==> src/rtl/sp_pc_unit_if.sv <==
// Decoder/fetch-side bundle for sp_pc_unit: op request in, architectural PC/SP state out.
interface sp_pc_unit_if #(
  parameter int unsigned WIDTH = 16
);
  logic             en;
  logic [2:0]       op;
  logic [WIDTH-1:0] operand;
  logic             resume;
  logic [WIDTH-1:0] pc;
  logic [WIDTH-1:0] sp;
  logic             halted;
  logic             fault;
  logic [WIDTH-1:0] fault_pc;

  modport master (
    output en, op, operand, resume,
    input  pc, sp, halted, fault, fault_pc
  );

  modport slave (
    input  en, op, operand, resume,
    output pc, sp, halted, fault, fault_pc
  );
endinterface

==> src/rtl/sp_pc_unit.sv <==
// Registered SP/PC update unit: one control-flow or stack op per enabled cycle, with HALT/FAULT.
// Define SP_BOUNDS_CHECK_EN to trap SP updates that leave [SP_LO, SP_HI].
module sp_pc_unit #(
  parameter int unsigned      WIDTH        = 16,
  parameter logic [WIDTH-1:0] PC_RESET     = '0,
  parameter logic [WIDTH-1:0] SP_RESET     = WIDTH'(16'hFFFF),
  parameter logic [WIDTH-1:0] PC_STEP      = WIDTH'(1),
  parameter logic [WIDTH-1:0] SP_STEP      = WIDTH'(1),
  parameter logic [WIDTH-1:0] SP_LO        = WIDTH'(16'h8000),
  parameter logic [WIDTH-1:0] SP_HI        = WIDTH'(16'hFFFF),
  parameter logic [WIDTH-1:0] FAULT_VECTOR = WIDTH'(16'h0010)
) (
  input  logic        clk,
  input  logic        rst_n,
  sp_pc_unit_if.slave bus
);

`ifdef SP_BOUNDS_CHECK_EN
  localparam bit BOUNDS_EN = 1'b1;
`else
  localparam bit BOUNDS_EN = 1'b0;
`endif

  typedef enum logic [1:0] {
    ST_RUN   = 2'b00,
    ST_HALT  = 2'b01,
    ST_FAULT = 2'b10
  } state_e;

  typedef enum logic [2:0] {
    OP_NOP   = 3'b000,
    OP_CHGSP = 3'b001,
    OP_SETSP = 3'b010,
    OP_CHGPC = 3'b011,
    OP_SETPC = 3'b100,
    OP_PUSH  = 3'b101,
    OP_POP   = 3'b110,
    OP_HALT  = 3'b111
  } op_e;

  state_e           state;
  logic [WIDTH-1:0] pc_q;
  logic [WIDTH-1:0] sp_q;
  logic             halted_q;
  logic             fault_q;
  logic [WIDTH-1:0] fault_pc_q;

  op_e              opc;
  logic [WIDTH-1:0] pc_step;
  logic [WIDTH-1:0] sp_cand;
  logic             sp_oob;

  // Candidate SP is formed for every op; it only matters for the four stack ops.
  always_comb begin
    opc     = op_e'(bus.op);
    pc_step = pc_q + PC_STEP;
    sp_cand = sp_q;
    unique case (opc)
      OP_CHGSP: sp_cand = sp_q + bus.operand;
      OP_SETSP: sp_cand = bus.operand;
      OP_PUSH:  sp_cand = sp_q - SP_STEP;
      OP_POP:   sp_cand = sp_q + SP_STEP;
      default:  sp_cand = sp_q;
    endcase
    sp_oob = BOUNDS_EN && ((sp_cand < SP_LO) || (sp_cand > SP_HI));
  end

  always_ff @(posedge clk or negedge rst_n) begin
    if (!rst_n) begin
      state      <= ST_RUN;
      pc_q       <= PC_RESET;
      sp_q       <= SP_RESET;
      halted_q   <= 1'b0;
      fault_q    <= 1'b0;
      fault_pc_q <= '0;
    end else begin
      case (state)
        ST_RUN: begin
          if (bus.en) begin
            unique case (opc)
              OP_NOP:   pc_q <= pc_step;
              OP_CHGPC: pc_q <= pc_q + bus.operand;
              OP_SETPC: pc_q <= bus.operand;
              OP_HALT: begin
                state    <= ST_HALT;
                halted_q <= 1'b1;
              end
              default: begin
                // Stack ops: an out-of-range SP traps without touching pc or sp.
                if (sp_oob) begin
                  state      <= ST_FAULT;
                  fault_q    <= 1'b1;
                  fault_pc_q <= pc_q;
                end else begin
                  sp_q <= sp_cand;
                  pc_q <= pc_step;
                end
              end
            endcase
          end
        end
        ST_HALT: begin
          if (bus.resume) begin
            state    <= ST_RUN;
            halted_q <= 1'b0;
            pc_q     <= pc_step;
          end
        end
        ST_FAULT: begin
          if (bus.resume) begin
            state   <= ST_RUN;
            fault_q <= 1'b0;
            pc_q    <= FAULT_VECTOR;
          end
        end
        default: begin
          state    <= ST_RUN;
          halted_q <= 1'b0;
          fault_q  <= 1'b0;
        end
      endcase
    end
  end

  assign bus.pc       = pc_q;
  assign bus.sp       = sp_q;
  assign bus.halted   = halted_q;
  assign bus.fault    = fault_q;
  assign bus.fault_pc = fault_pc_q;

endmodule
==> src/flat_wrapper.sv <==
// flat-port wrapper written by rule: the top's interface ports become plain ports
module sp_pc_unit_flat 
#(
  parameter int unsigned      WIDTH        = 16,
  parameter logic [WIDTH-1:0] PC_RESET     = '0,
  parameter logic [WIDTH-1:0] SP_RESET     = WIDTH'(16'hFFFF),
  parameter logic [WIDTH-1:0] PC_STEP      = WIDTH'(1),
  parameter logic [WIDTH-1:0] SP_STEP      = WIDTH'(1),
  parameter logic [WIDTH-1:0] SP_LO        = WIDTH'(16'h8000),
  parameter logic [WIDTH-1:0] SP_HI        = WIDTH'(16'hFFFF),
  parameter logic [WIDTH-1:0] FAULT_VECTOR = WIDTH'(16'h0010)
)
  (clk, rst_n, bus_en, bus_op, bus_operand, bus_resume, bus_pc, bus_sp, bus_halted, bus_fault, bus_fault_pc);
  sp_pc_unit_if #(.WIDTH(WIDTH)) bus_i ();
  input  logic clk;
  input  logic rst_n;
  input wire logic [$bits(bus_i.en)-1:0] bus_en;
  input wire logic [$bits(bus_i.op)-1:0] bus_op;
  input wire logic [$bits(bus_i.operand)-1:0] bus_operand;
  input wire logic [$bits(bus_i.resume)-1:0] bus_resume;
  output wire logic [$bits(bus_i.pc)-1:0] bus_pc;
  output wire logic [$bits(bus_i.sp)-1:0] bus_sp;
  output wire logic [$bits(bus_i.halted)-1:0] bus_halted;
  output wire logic [$bits(bus_i.fault)-1:0] bus_fault;
  output wire logic [$bits(bus_i.fault_pc)-1:0] bus_fault_pc;
  assign bus_i.en = bus_en;
  assign bus_i.op = bus_op;
  assign bus_i.operand = bus_operand;
  assign bus_i.resume = bus_resume;
  assign bus_pc = bus_i.pc;
  assign bus_sp = bus_i.sp;
  assign bus_halted = bus_i.halted;
  assign bus_fault = bus_i.fault;
  assign bus_fault_pc = bus_i.fault_pc;
  sp_pc_unit #(.WIDTH(WIDTH), .PC_RESET(PC_RESET), .SP_RESET(SP_RESET), .PC_STEP(PC_STEP), .SP_STEP(SP_STEP), .SP_LO(SP_LO), .SP_HI(SP_HI), .FAULT_VECTOR(FAULT_VECTOR)) u_core (.clk(clk), .rst_n(rst_n), .bus(bus_i));
endmodule
==> config.mk <==
export PLATFORM = sky130hd
export DESIGN_NAME = sp_pc_unit_flat
export DESIGN_NICKNAME = d
export VERILOG_FILES = /design/src/rtl/sp_pc_unit_if.sv /design/src/rtl/sp_pc_unit.sv /design/src/flat_wrapper.sv
export SDC_FILE = /design/constraint.sdc
export NUM_CORES = 1
export LEC_CHECK = 0
export ABC_AREA = 1
export ABC_CLOCK_PERIOD_IN_PS = 2500
export CAP_MARGIN = 20
export CORE_MARGIN = 2
export CORE_UTILIZATION = 54
export DETAILED_ROUTE_END_ITERATION = 10
export PLACE_DENSITY = 0.88
export REMOVE_ABC_BUFFERS = 1
export SYNTH_ARGS = -nofsm -noshare
export SYNTH_HDL_FRONTEND = slang
export SYNTH_SLANG_ARGS = --single-unit
==> constraint.sdc <==
create_clock -name clk -period 2.5 [get_ports clk]
set_input_delay 0.25 -clock clk [delete_from_list [all_inputs] [get_ports clk]]
set_output_delay 0.25 -clock clk [all_outputs]
set_load 0.02 [all_outputs]
**Yosys cells after proc, flatten, opt, wreduce, memory -nomap -nowiden**

Cells that the tools add are included.

- Flip-flop bits (word level): 36
- Bits of input ports: 23
- Output and inout bits: 50
- Logic and storage cells: 55

- Add/sub/neg operators: 5
- Equality and inequality tests: 15
- Muxes and demuxes: 15
- Bitwise gates (word level): 3
- Reduce and logical (&&, ||, !) cells: 12

Operator list:

| cell | number |
|---|---|
| $pmux 16 s3 | 2 |
| $pmux 16 s4 | 1 |
| $mux 16 | 3 |
| $add 16x1->16 const B | 2 |
| $add 16x16->16 | 2 |
| $sub 16x1->16 const B | 1 |
| $eq 3x3->1 const B | 4 |
| $ne 2x2->1 const B | 5 |
| $reduce_and 4->1 | 2 |
| $eq 3x2->1 const B | 2 |
| $mux 2 | 3 |
| $reduce_and 5->1 | 1 |
| $pmux 2 s2 | 1 |
| $reduce_bool 4->1 | 1 |
| $reduce_or 2->1 | 2 |
| $reduce_or 4->1 | 1 |
| $eq 3x1->1 const B | 1 |
| $logic_not 3->1 | 1 |
| $mux 1 | 3 |
| $not 1->1 | 3 |
| $pmux 1 s3 | 1 |
| $reduce_and 3->1 | 1 |
| $reduce_bool 3->1 | 1 |
| $eq 2x1->1 const B | 1 |
| other kinds (5) | 5 |

**Depth between registers and ports, before layout**

Gate-level depths: netlist of run 1.

- Depth in word-level cells: 4
- Depth in mapped cells: 16

**Worst setup path after synthesis of run 1**

No wires, ideal clock.

- Path kind: input -> register
- Start point: input bus_op[1]
- End point: register u_core.sp_q[14], in the netlist u_core.bus.sp[14]
- Data arrival time: 2.189 ns
- Required time: 2.419 ns
- Setup slack: 0.230 ns
- Stages: 16
- Buffers on the path: 1
- Path through: inv_1 > nand3_1 > clkbuf_1 > nand3_1 > ha_1 > fa_1 > nand3_1 > nand3_1 > nand3_1 > nand2_1 > nand3_1 > nand2_1 > nand2_1 > nand2_1 > o21ai_0 > nand2_1

- Cells in the longest elaborated chain, start to end: 4
- Elaborated cells between the ends (all ways): 13

RTL lines:

| what | line | source |
|---|---|---|
| from (decl) | flat_wrapper.sv:18 | `input wire logic [$bits(bus_i.op)-1:0] bus_op;` |
| $eq 3x2->1 (tied with other cells) | n/a |  |
| $reduce_or 4->1 (no source line) | n/a |  |
| $not 1->1 (no source line) | n/a |  |
| $reduce_and 4->1 (no source line) | n/a |  |
| to (signal assigned) | sp_pc_unit.sv:95 | `sp_q <= sp_cand;` |
| to (decl) | sp_pc_unit.sv:43 | `logic [WIDTH-1:0] sp_q;` |

Several ways; a longest one is shown, not always the timed one.
A chain may end at the register's enable or synchronous reset.

**Worst setup path after layout of run 1**

- Start point: input bus_op[2]
- End point: register u_core.sp_q[12], in the netlist u_core.bus.sp[12]

The elaborated chain is that of the path after synthesis.

==> results of run 1 <==
==> cell type report <==
type,count,area [um^2],area share (%)
well taps,99,124,2.52
clock buffers,6,72.6,1.47
flip-flops and latches,34,871,17.7
repair buffers,91,851,17.3
multi-input cells,523,2680,54.4
inverters,85,319,6.48
clock inverters,2,8.76,0.178
==> worst max-delay path, cell delays in order <==
cell and delay [ps]:
clkdlybuf4s50_1 500, nand3_1 130, inv_1 190, buf_12 150, a21oi_1 50, ha_1 340
a21oi_1 220, o21a_1 140, nand2_1 80, nand2_1 90, nand2_1 70, a21oi_1 110
o21ai_0 90, nand2_1 60, nand2_1 50
==> path summary, 6_finish.rpt <==
path                       depth (start not counted)  slack [ps]                end
setup reg to reg                                  12         360  u_core.bus.pc[10]
hold / removal                                     3         330  u_core.bus.halted
max in group asynchronous                          2        1770   u_core.bus.sp[0]
setup / recovery                                  15         190  u_core.bus.sp[12]
hold reg to reg                                    2         490  u_core.bus.sp[13]
min in group asynchronous                          2         370  u_core.bus.pc[10]
==> state kept, by name, summed over array words and instances, names as in the netlist <==
signal / flops
u_core.bus.sp: 16
u_core.state: 1
u_core.bus.halted: 1
u_core.bus.pc: 16
==> repair_timing <==
action / in CTS / in global routing
buffers inserted: 0 / 0
gates resized for setup: 0 / 5
setup endpoints to repair: 0 / 5
==> cell families after synthesis <==
group | after synthesis
AND/OR/NAND/NOR | 328
AO/OA/AOI/OAI | 130
buffers and inverters | 114
flip-flops | 34
adder cells (fa/ha/maj) | 33
XOR/XNOR | 15
other | 1
==> per-layer routing <==
layer / GRT usage [%] / vias to the layer above / share of wire (%)
met5: 0 / - / 0
li1: - / 2263 / -
met2: 50.1 / 194 / 48
met4: 10.5 / 0 / 2.2
met3: 4.53 / 29 / 7.4
met1: 36.0 / 2065 / 42
==> per-stage QoR <==
step	hold WS [ps]	setup slack [ps]	area [um^2]	utilization, %	TNS [ps]
6_report	332	192	4920	68.2	0
5_1_grt	361	7.67	4920	68.2	0
3_3_place_gp	469	-41.4	4830	67.0	-97.4
4_1_cts	389	176	4910	68.1	0
2_1_floorplan	-45.6	351	3860	-	0
3_5_place_dp	473	-124	4830	67.0	-683
==> report_power, final <==
group / switching [mW] / internal [mW]
clock: 0.220 / 0.192
sequential: 0.295 / 0.847
combinational: 1.75 / 1.41
==> placed cells by master (no fill, tap or decap), types with 10 or more instances in the layout <==
cell	count
nand3_1	43
inv_1	75
nand2_1	202
o21ai_0	25
dfrtp_1	18
o21ai_1	10
ha_1	31
nor2_1	54
conb_1	17
inv_2	10
xor2_1	13
buf_4	34
dfstp_2	16
a21oi_1	77
clkdlybuf4s50_1	53
==> flow_summary.yaml, run 1 <==
run_status:
  status: "finished clean"
clocking:
  insertion_delay_ps: 290
  cts.hold.buffers_added: 0
  cts_tree: "done"
  cts_buffer_depth: 2
  cts_root_buf: "clkbuf_8"
  cts-buffers-inserted: 5
  clk_pin_slew_ps: 80
  numClockSinks: 34
  htree_levels: 2
die:
  coreArea_um2: 7210
  die_w_um: 90.0
  ios: 73
  die_h_um: 90.0
  start_util_pct: 55.3
  die_area_um2: 8090
  row_count: 31
min_path:
  hold_class: "in2reg"
  hold_start: "bus_op[1]"
drt:
  drtIter0Drc: 336
  routed_via_density: 5.42
  routed-via-count: 4551
  drc: 0
  avgRoutedWirePerCell_um: 13.6
  routed_wl_um: 11400
  postRouteAntennaNets: 0
  drt_pass1_iterations: 5
synthesis:
  synth_top_family_by_area: "simple AND/OR/NAND/NOR gates"
  syn_avg_cell_area_um2: 6.09
  ys_seq_elements: 34
  synth_compound_area_share_pct: 17.2
  synth_area_um2: 3990
  synth_ff_type: "dfrtp_1"
  synth.most_common_cell: "nand2_1"
  synth_common_cells: "202 x nand2_1, 78 x a21oi_1, 75 x inv_1, 54 x nor2_1, 43 x nand3_1"
  synth_cells: 655
  synthMuxAreaShare_pct: 0
  synth-adder-area-share_pct: 10.7
  synth_top_cell_by_area: "nand2_1"
  synthArstFlopShare_pct: 100
  synth_top_area_share_pct: 19.0
  yosys.cell_types.count: 37
  synth_area_leaders: "nand2_1 19%, dfrtp_1 11%, dfstp_2 11%"
  ys_warn_count: 0
  synth-seq-area-share_pct: 21.8
  synthSimpleGateAreaFrac_pct: 34.1
  synth_edf_count: 0
  synth_xor_xnor_area_share_pct: 3.29
pwr:
  peakVddDrop_mv: 0.653
  power.density_nw_per_um2: 957
  power_mw: 4.71
  power_leakage_nw: 2.57
setup_path:
  worstSetupStartpoint: "bus_op[2]"
  endpoint_kind: "flip-flop"
  crit_type: "in2reg"
  cp_max_fo: 10
  worstPathArrival_ps: 2530
  start_kind: "input port"
  r2r_start: "u_core.bus.pc[0]"
  worstPathRequired_ps: 2730
final_layout:
  synthToLayoutAreaGrowth_pct: 23.4
  nets: 796
  fin_cells: 840
  layout-drive-gt1-share_pct: 10.7
  diodes: 0
  nFillCells: 648
timing:
  post-route-min-period_ps: 2310
  finalHoldViolations: 0
  setup_viol: 0
  max_slew_margin_pct: 64.8
  worst_pin_slew_ps: 529
  fin_crit_sh_pct: 92.3
  drv_slew: 0
  fmaxAchievable_ghz: 0.433
  skew_ps: 8.51
  rsz0062_at_grt: "no"
global_routing:
  grt-ovfl-total: 0
  grt_pass1_wl_um: 19400
  grt_util_all_layers_pct: 28.7
  antenna_found_initial: 0
  grt_pass1_vias: 4300
  grt_max_degree: 35
placement:
  portBuffers: 55
  gp_congestion: 0.890
  dp.cells: 832
  dpl.hpwl_um: 8970
job:
  maxCapViolations: 0
No activity file was read; power rests on OpenSTA's default activity.
==> inputs of run 2 (changes only) <==
--- a/config.mk
+++ b/config.mk
@@ -11,8 +11,9 @@
 export CORE_MARGIN = 2
 export CORE_UTILIZATION = 54
 export DETAILED_ROUTE_END_ITERATION = 10
-export PLACE_DENSITY = 0.88
+export PLACE_DENSITY = 0.82
 export REMOVE_ABC_BUFFERS = 1
 export SYNTH_ARGS = -nofsm -noshare
 export SYNTH_HDL_FRONTEND = slang
 export SYNTH_SLANG_ARGS = --single-unit
+export TNS_END_PERCENT = 30
==> run 2 against run 1 <==
Against the previous run:
- first-iteration DRC count fell by 10%
- clock-buffer cell count did not move
- total power rose by 0.66%
- via count fell by 1.9%
- non-clock buffer count fell by 1
- global-route usage fell by 0.39 points
- combinational power rose by 1%
- register-to-register slack barely moved
- fmax fell by 0.81%
- design area barely moved
==> flow_summary.yaml, run 2 (synthesized netlist as in run 1, its figures left out) <==
min_path:
  whs_path_depth: 3
  hold_start: "bus_op[1]"
  hold_path_end: "u_core.bus.halted"
  hold_class: "in2reg"
global_routing:
  grt_max_degree: 35
  grt_util_all_layers_pct: 28.3
  antenna_found_initial: 0
  grt_pass1_vias: 4195
  grt-ovfl-total: 0
  grt_pass1_wl_um: 19100
drt:
  drc: 0
  drt_pass1_iterations: 5
  routed_via_density: 5.32
  avgRoutedWirePerCell_um: 13.6
  routed_wl_um: 11400
  drtIter0Drc: 301
  postRouteAntennaNets: 0
  routed-via-count: 4464
pwr:
  p_clk_share_pct: 8.5
  power_mw: 4.74
  intPower_mw: 2.46
  switchingPower_mw: 2.28
  power_leakage_nw: 2.57
  p_sw_share_pct: 48.1
  combPwrFrac_pct: 67.5
  seq_power_share_pct: 24.0
  power.density_nw_per_um2: 963
  peakVddDrop_mv: 0.658
job:
  maxCapViolations: 0
final_layout:
  synthToLayoutAreaGrowth_pct: 23.3
  diodes: 0
  nets: 795
  finish.utilization_pct: 68.2
  final_cell_mix: "202 x nand2_1, 76 x a21oi_1, 74 x inv_1"
  final_common_cell: "nand2_1"
  fin_cells: 839
  final_area_um2: 4920
  nFillCells: 635
  layout-drive-gt1-share_pct: 11.1
placement:
  dp.cells: 829
  portBuffers: 55
  placed_cell_area_um2: 4800
  gp_congestion: 0.918
  dpl.hpwl_um: 8890
timing:
  finalHoldViolations: 0
  finalSetupTns_ps: 0
  drv_slew: 0
  fin_crit_sh_pct: 93.1
  fmaxAchievable_ghz: 0.430
  setup_viol: 0
  rsz0062_at_grt: "no"
  post-route-min-period_ps: 2330
  skew_ps: 4.17
setup_path:
  start_kind: "input port"
  cpPeakStageDelay_ps: 580
  cp_common_cell: "nand2_1"
  r2r-end: "u_core.bus.pc[12]"
  worstPathRequired_ps: 2720
  cp_max_fo: 13
  worstPathArrival_ps: 2550
  endpoint_kind: "flip-flop"
  r2r_start: "u_core.bus.pc[0]"
  crit_chain: "clkdlybuf4s50_1 > nand3_2 > buf_6 > a21oi_1 > ha_1 > a21oi_1 > nand2_1 > nand2_1 > nand2_1 > nand2_1 > nand2_1 > a21oi_1 > o21ai_0 > nand2_1 > nand2_1"
  crit_type: "in2reg"
  r2r_slack_ps: 370
  reg2reg_depth: 12
  cp_slowest_cell: "clkdlybuf4s50_1"
clocking:
  cts-buffers-inserted: 5
  clk_pin_slew_ps: 70
  insertion_delay_ps: 290
  numClockSinks: 34
  cts_root_buf: "clkbuf_8"
  cts_tree: "done"
  htree_levels: 2
  cts_buffer_depth: 2
  cts.hold.buffers_added: 0
die:
  coreArea_um2: 7210
  die_h_um: 90.0
  row_count: 31
  die_w_um: 90.0
  ios: 73
  die_area_um2: 8090
  start_util_pct: 55.3
run_status:
  status: "finished clean"
run 2: critical path, delay by kind of cell:
kind                       cells  cell delay, ps
AOI/OAI and AO/OA              4             550
adders and majority gates      1             310
buffers and inverters          2             750
and+or+nand+nor                8             700
run 2: worst max-delay path by stage:
stage	start	to	slack, ps
floorplan	bus_op[1]	u_core.bus.sp[14]	350
global placement	bus_op[1]	u_core.bus.sp[6]	-120
detailed placement	bus_op[1]	u_core.bus.sp[14]	-210
CTS	bus_op[0]	u_core.bus.sp[12]	80
global route	bus_op[2]	u_core.bus.sp[11]	5
finish	bus_op[2]	u_core.bus.sp[11]	170
run 2: cell type report:
| cell class | instances | area, um^2 | share of cell area, % |
|---|---|---|---|
| Multi-Input combinational cell | 523 | 2690 | 54.7 |
| Sequential cell | 34 | 871 | 17.7 |
| Timing Repair Buffer | 90 | 835 | 17.0 |
| Inverter | 85 | 319 | 6.49 |
| Tap cell | 99 | 124 | 2.52 |
| Clock buffer | 6 | 72.6 | 1.48 |
| Clock inverter | 2 | 8.76 | 0.178 |
run 2: layer usage:
| layer | part of all wire (%) | track usage (%) | vias to the layer above | wire, um |
|---|---|---|---|---|
| met5 | 0 | 0 | - | 0 |
| met4 | 1.8 | 8.46 | 0 | 205 |
| met3 | 5.7 | 3.44 | 17 | 655 |
| met2 | 49 | 48.9 | 173 | 5560 |
| met1 | 44 | 37.3 | 2019 | 4990 |
| li1 | - | - | 2255 | - |
run 2: timing repair:
| action | CTS | global route |
|---|---|---|
| buffers inserted | 0 | 2 |
| resized for setup | 0 | 9 |
| endpoints found under the setup margin | 0 | 11 |
run 2: power groups by stage:
stage	combinational (mW)	sequential (mW)	clock (mW)
after floorplan	1.71	1.33	0
after global placement	3.03	1.13	0
after detailed placement	3.11	1.14	0
after CTS	3.13	1.13	0.406
after global routing	3.55	1.17	0.431
final	3.20	1.14	0.401
run 2: stage by stage:
stage          hold slack [ps]  setup slack (ps)
2_1_floorplan            -45.6               351
3_3_place_gp               469              -117
3_5_place_dp               471              -214
4_1_cts                    392              85.0
5_1_grt                    398              4.84
6_report                   344               174
==> inputs of run 3 (changes only) <==
--- a/config.mk
+++ b/config.mk
@@ -6,12 +6,13 @@
 export NUM_CORES = 1
 export LEC_CHECK = 0
 export ABC_AREA = 1
-export ABC_CLOCK_PERIOD_IN_PS = 2500
+export ABC_CLOCK_PERIOD_IN_PS = 2100
 export CAP_MARGIN = 20
 export CORE_MARGIN = 2
-export CORE_UTILIZATION = 54
+export CORE_UTILIZATION = 49
 export DETAILED_ROUTE_END_ITERATION = 10
-export PLACE_DENSITY = 0.82
+export GPL_ROUTABILITY_DRIVEN = 1
+export PLACE_DENSITY = 0.78
 export REMOVE_ABC_BUFFERS = 1
 export SYNTH_ARGS = -nofsm -noshare
 export SYNTH_HDL_FRONTEND = slang
==> constraint.sdc (replaced) <==
create_clock -name clk -period 2.1 [get_ports clk]
set_input_delay 0.21 -clock clk [delete_from_list [all_inputs] [get_ports clk]]
set_output_delay 0.21 -clock clk [all_outputs]
set_load 0.02 [all_outputs]
==> run 3 against run 2 <==
Against the previous run:
- via count grew 4.2%
- utilization shrank 2.0 points
- largest cell class unchanged
- flip-flop and latch count is the same
- worst setup slack lost 49 ps
- first-iteration DRC count grew 24%
- critical endpoint is now u_core.bus.sp[12]
- critical path depth shrank 2
- sequential share of layout area shrank 0.84 points
==> flow_summary.yaml, run 3 (synthesized netlist as in run 1, its figures left out) <==
run_status:
  status: "finished clean"
setup_path:
  worstPathArrival_ps: 2200
  cp_slowest_cell: "clkdlybuf4s50_1"
  cp_top_family: "compound AO/OA/AOI/OAI gates"
  cp_common_cell: "nand2_1"
  start_kind: "input port"
  cp_max_fo: 4
  cpPeakStageDelay_ps: 540
  worstPathRequired_ps: 2330
  crit_type: "in2reg"
  worst-path-buf-inv: 2
  endpoint_kind: "flip-flop"
  crit_chain: "clkdlybuf4s50_1 > inv_1 > a21oi_1 > ha_1 > a21oi_2 > o21a_1 > nand2_1 > nand2_1 > nand2_1 > a21oi_1 > o21ai_0 > nand2_1 > nand2_1"
timing:
  finalHoldViolations: 0
  post-route-min-period_ps: 1980
  fin_crit_sh_pct: 94.1
  setup_viol: 0
  rsz0062_at_grt: "yes"
  drv_slew: 0
  skew_ps: 8.97
  fmaxAchievable_ghz: 0.506
drt:
  routed_wl_um: 12000
  postRouteAntennaNets: 0
  drc: 0
  drtIter0Drc: 372
  routed-via-count: 4651
  avgRoutedWirePerCell_um: 13.8
  routed_via_density: 5.33
  drt_pass1_iterations: 5
final_layout:
  layout-drive-gt1-share_pct: 16.1
  final_common_cell: "nand2_1"
  diodes: 0
  final_cell_mix: "201 x nand2_1, 73 x a21oi_1, 72 x inv_1"
  finish.utilization_pct: 66.2
  fin_cells: 872
  nets: 825
  synthToLayoutAreaGrowth_pct: 29.6
pwr:
  p_clk_share_pct: 9.2
  peakVddDrop_mv: 0.936
  power.density_nw_per_um2: 1120
  combPwrFrac_pct: 68.9
  intPower_mw: 3.06
  seq_power_share_pct: 21.9
  power_mw: 5.80
  power_leakage_nw: 2.72
  p_sw_share_pct: 47.3
  switchingPower_mw: 2.75
clocking:
  htree_levels: 2
  insertion_delay_ps: 290
  cts-buffers-inserted: 5
  cts_buffer_depth: 2
  cts_root_buf: "clkbuf_8"
  cts_tree: "done"
  cts.hold.buffers_added: 0
  clk_pin_slew_ps: 80
  numClockSinks: 34
die:
  row_count: 32
  die_area_um2: 8880
  die_h_um: 94.2
  coreArea_um2: 7810
  die_w_um: 94.2
  start_util_pct: 51.1
  ios: 73
global_routing:
  grt_pass1_wl_um: 19900
  grt_max_degree: 35
  grt-ovfl-total: 0
  antenna_found_initial: 0
  grt_pass1_vias: 4389
  grt_util_all_layers_pct: 27.7
placement:
  dpl.hpwl_um: 9460
  dp.cells: 863
  portBuffers: 55
  gp_congestion: 0.942
min_path:
  hold_class: "in2reg"
job:
  maxCapViolations: 0
run 3: worst reg2reg max path, cell delays in order, from the launching register on:
cell and delay [ps]:
dfrtp_1 470, ha_1 420, nand2_1 140, nor2_1 160, and2_1 150, nand2_1 70, nand3_1 90, nand3_1 110
nand2_1 90, nand2_1 50, a21oi_1 140
run 3: final cells by class:
type,instances,area [um^2]
clock inverter,1,5.00
sequential,34,872
tap,102,128
fill,687,2640
inverter,85,322
timing repair buffer,120,1040
multi-input combinational,523,2710
clock buffer,7,86.3
run 3: power by group through the flow:
stage | Combinational (mW) | Clock, mW | Sequential (mW)
floorplan | 2.03 | 0 | 1.58
global placement | 3.80 | 0 | 1.27
detailed placement | 3.89 | 0 | 1.27
CTS | 3.93 | 0.534 | 1.27
global route | 4.43 | 0.564 | 1.31
finish | 4.00 | 0.531 | 1.27
run 3: final timing paths:
| check | depth (start not counted) | to | slack, ps | startpoint |
|---|---|---|---|---|
| max in group asynchronous | 2 | u_core.bus.pc[1] | 1380 | rst_n |
| worst min-delay path | 3 | u_core.bus.halted | 260 | bus_op[1] |
| worst min register to register | 2 | u_core.bus.sp[14] | 480 | u_core.bus.sp[14] |
| min in group asynchronous | 2 | u_core.bus.halted | 330 | rst_n |
| worst max-delay path | 13 | u_core.bus.sp[12] | 120 | bus_operand[7] |
| worst max register to register | 10 | u_core.bus.pc[13] | 150 | u_core.bus.pc[12] |
run 3: timing repair:
action                     4_1_cts  5_1_grt
setup endpoints to repair       13       15
resized for setup               11       17
pin swaps                        2        2
setup buffers                    1        0
run 3: through the flow:
stage / TNS (ps) / hold slack (ps) / setup WS, ps / cell area (um^2)
finish: 0 / 259 / 125 / 5170
global placement: -6940 / 468 / -454 / 5030
global route: -43.8 / 286 / -35.8 / 5170
floorplan: -9.36 / -85.6 / -9.36 / 3860
CTS: 0 / 350 / 0.838 / 5150
detailed placement: -8580 / 474 / -568 / 5030
run 3: metal layers:
layer	vias up	part of all wire, %	GRT usage (%)	wire length [um]
li1	2320	-	-	-
met1	2113	45	37.6	5350
met2	193	47	46.4	5650
met3	25	6.6	3.53	796
met4	0	1.7	6.88	201
met5	-	0	0	0
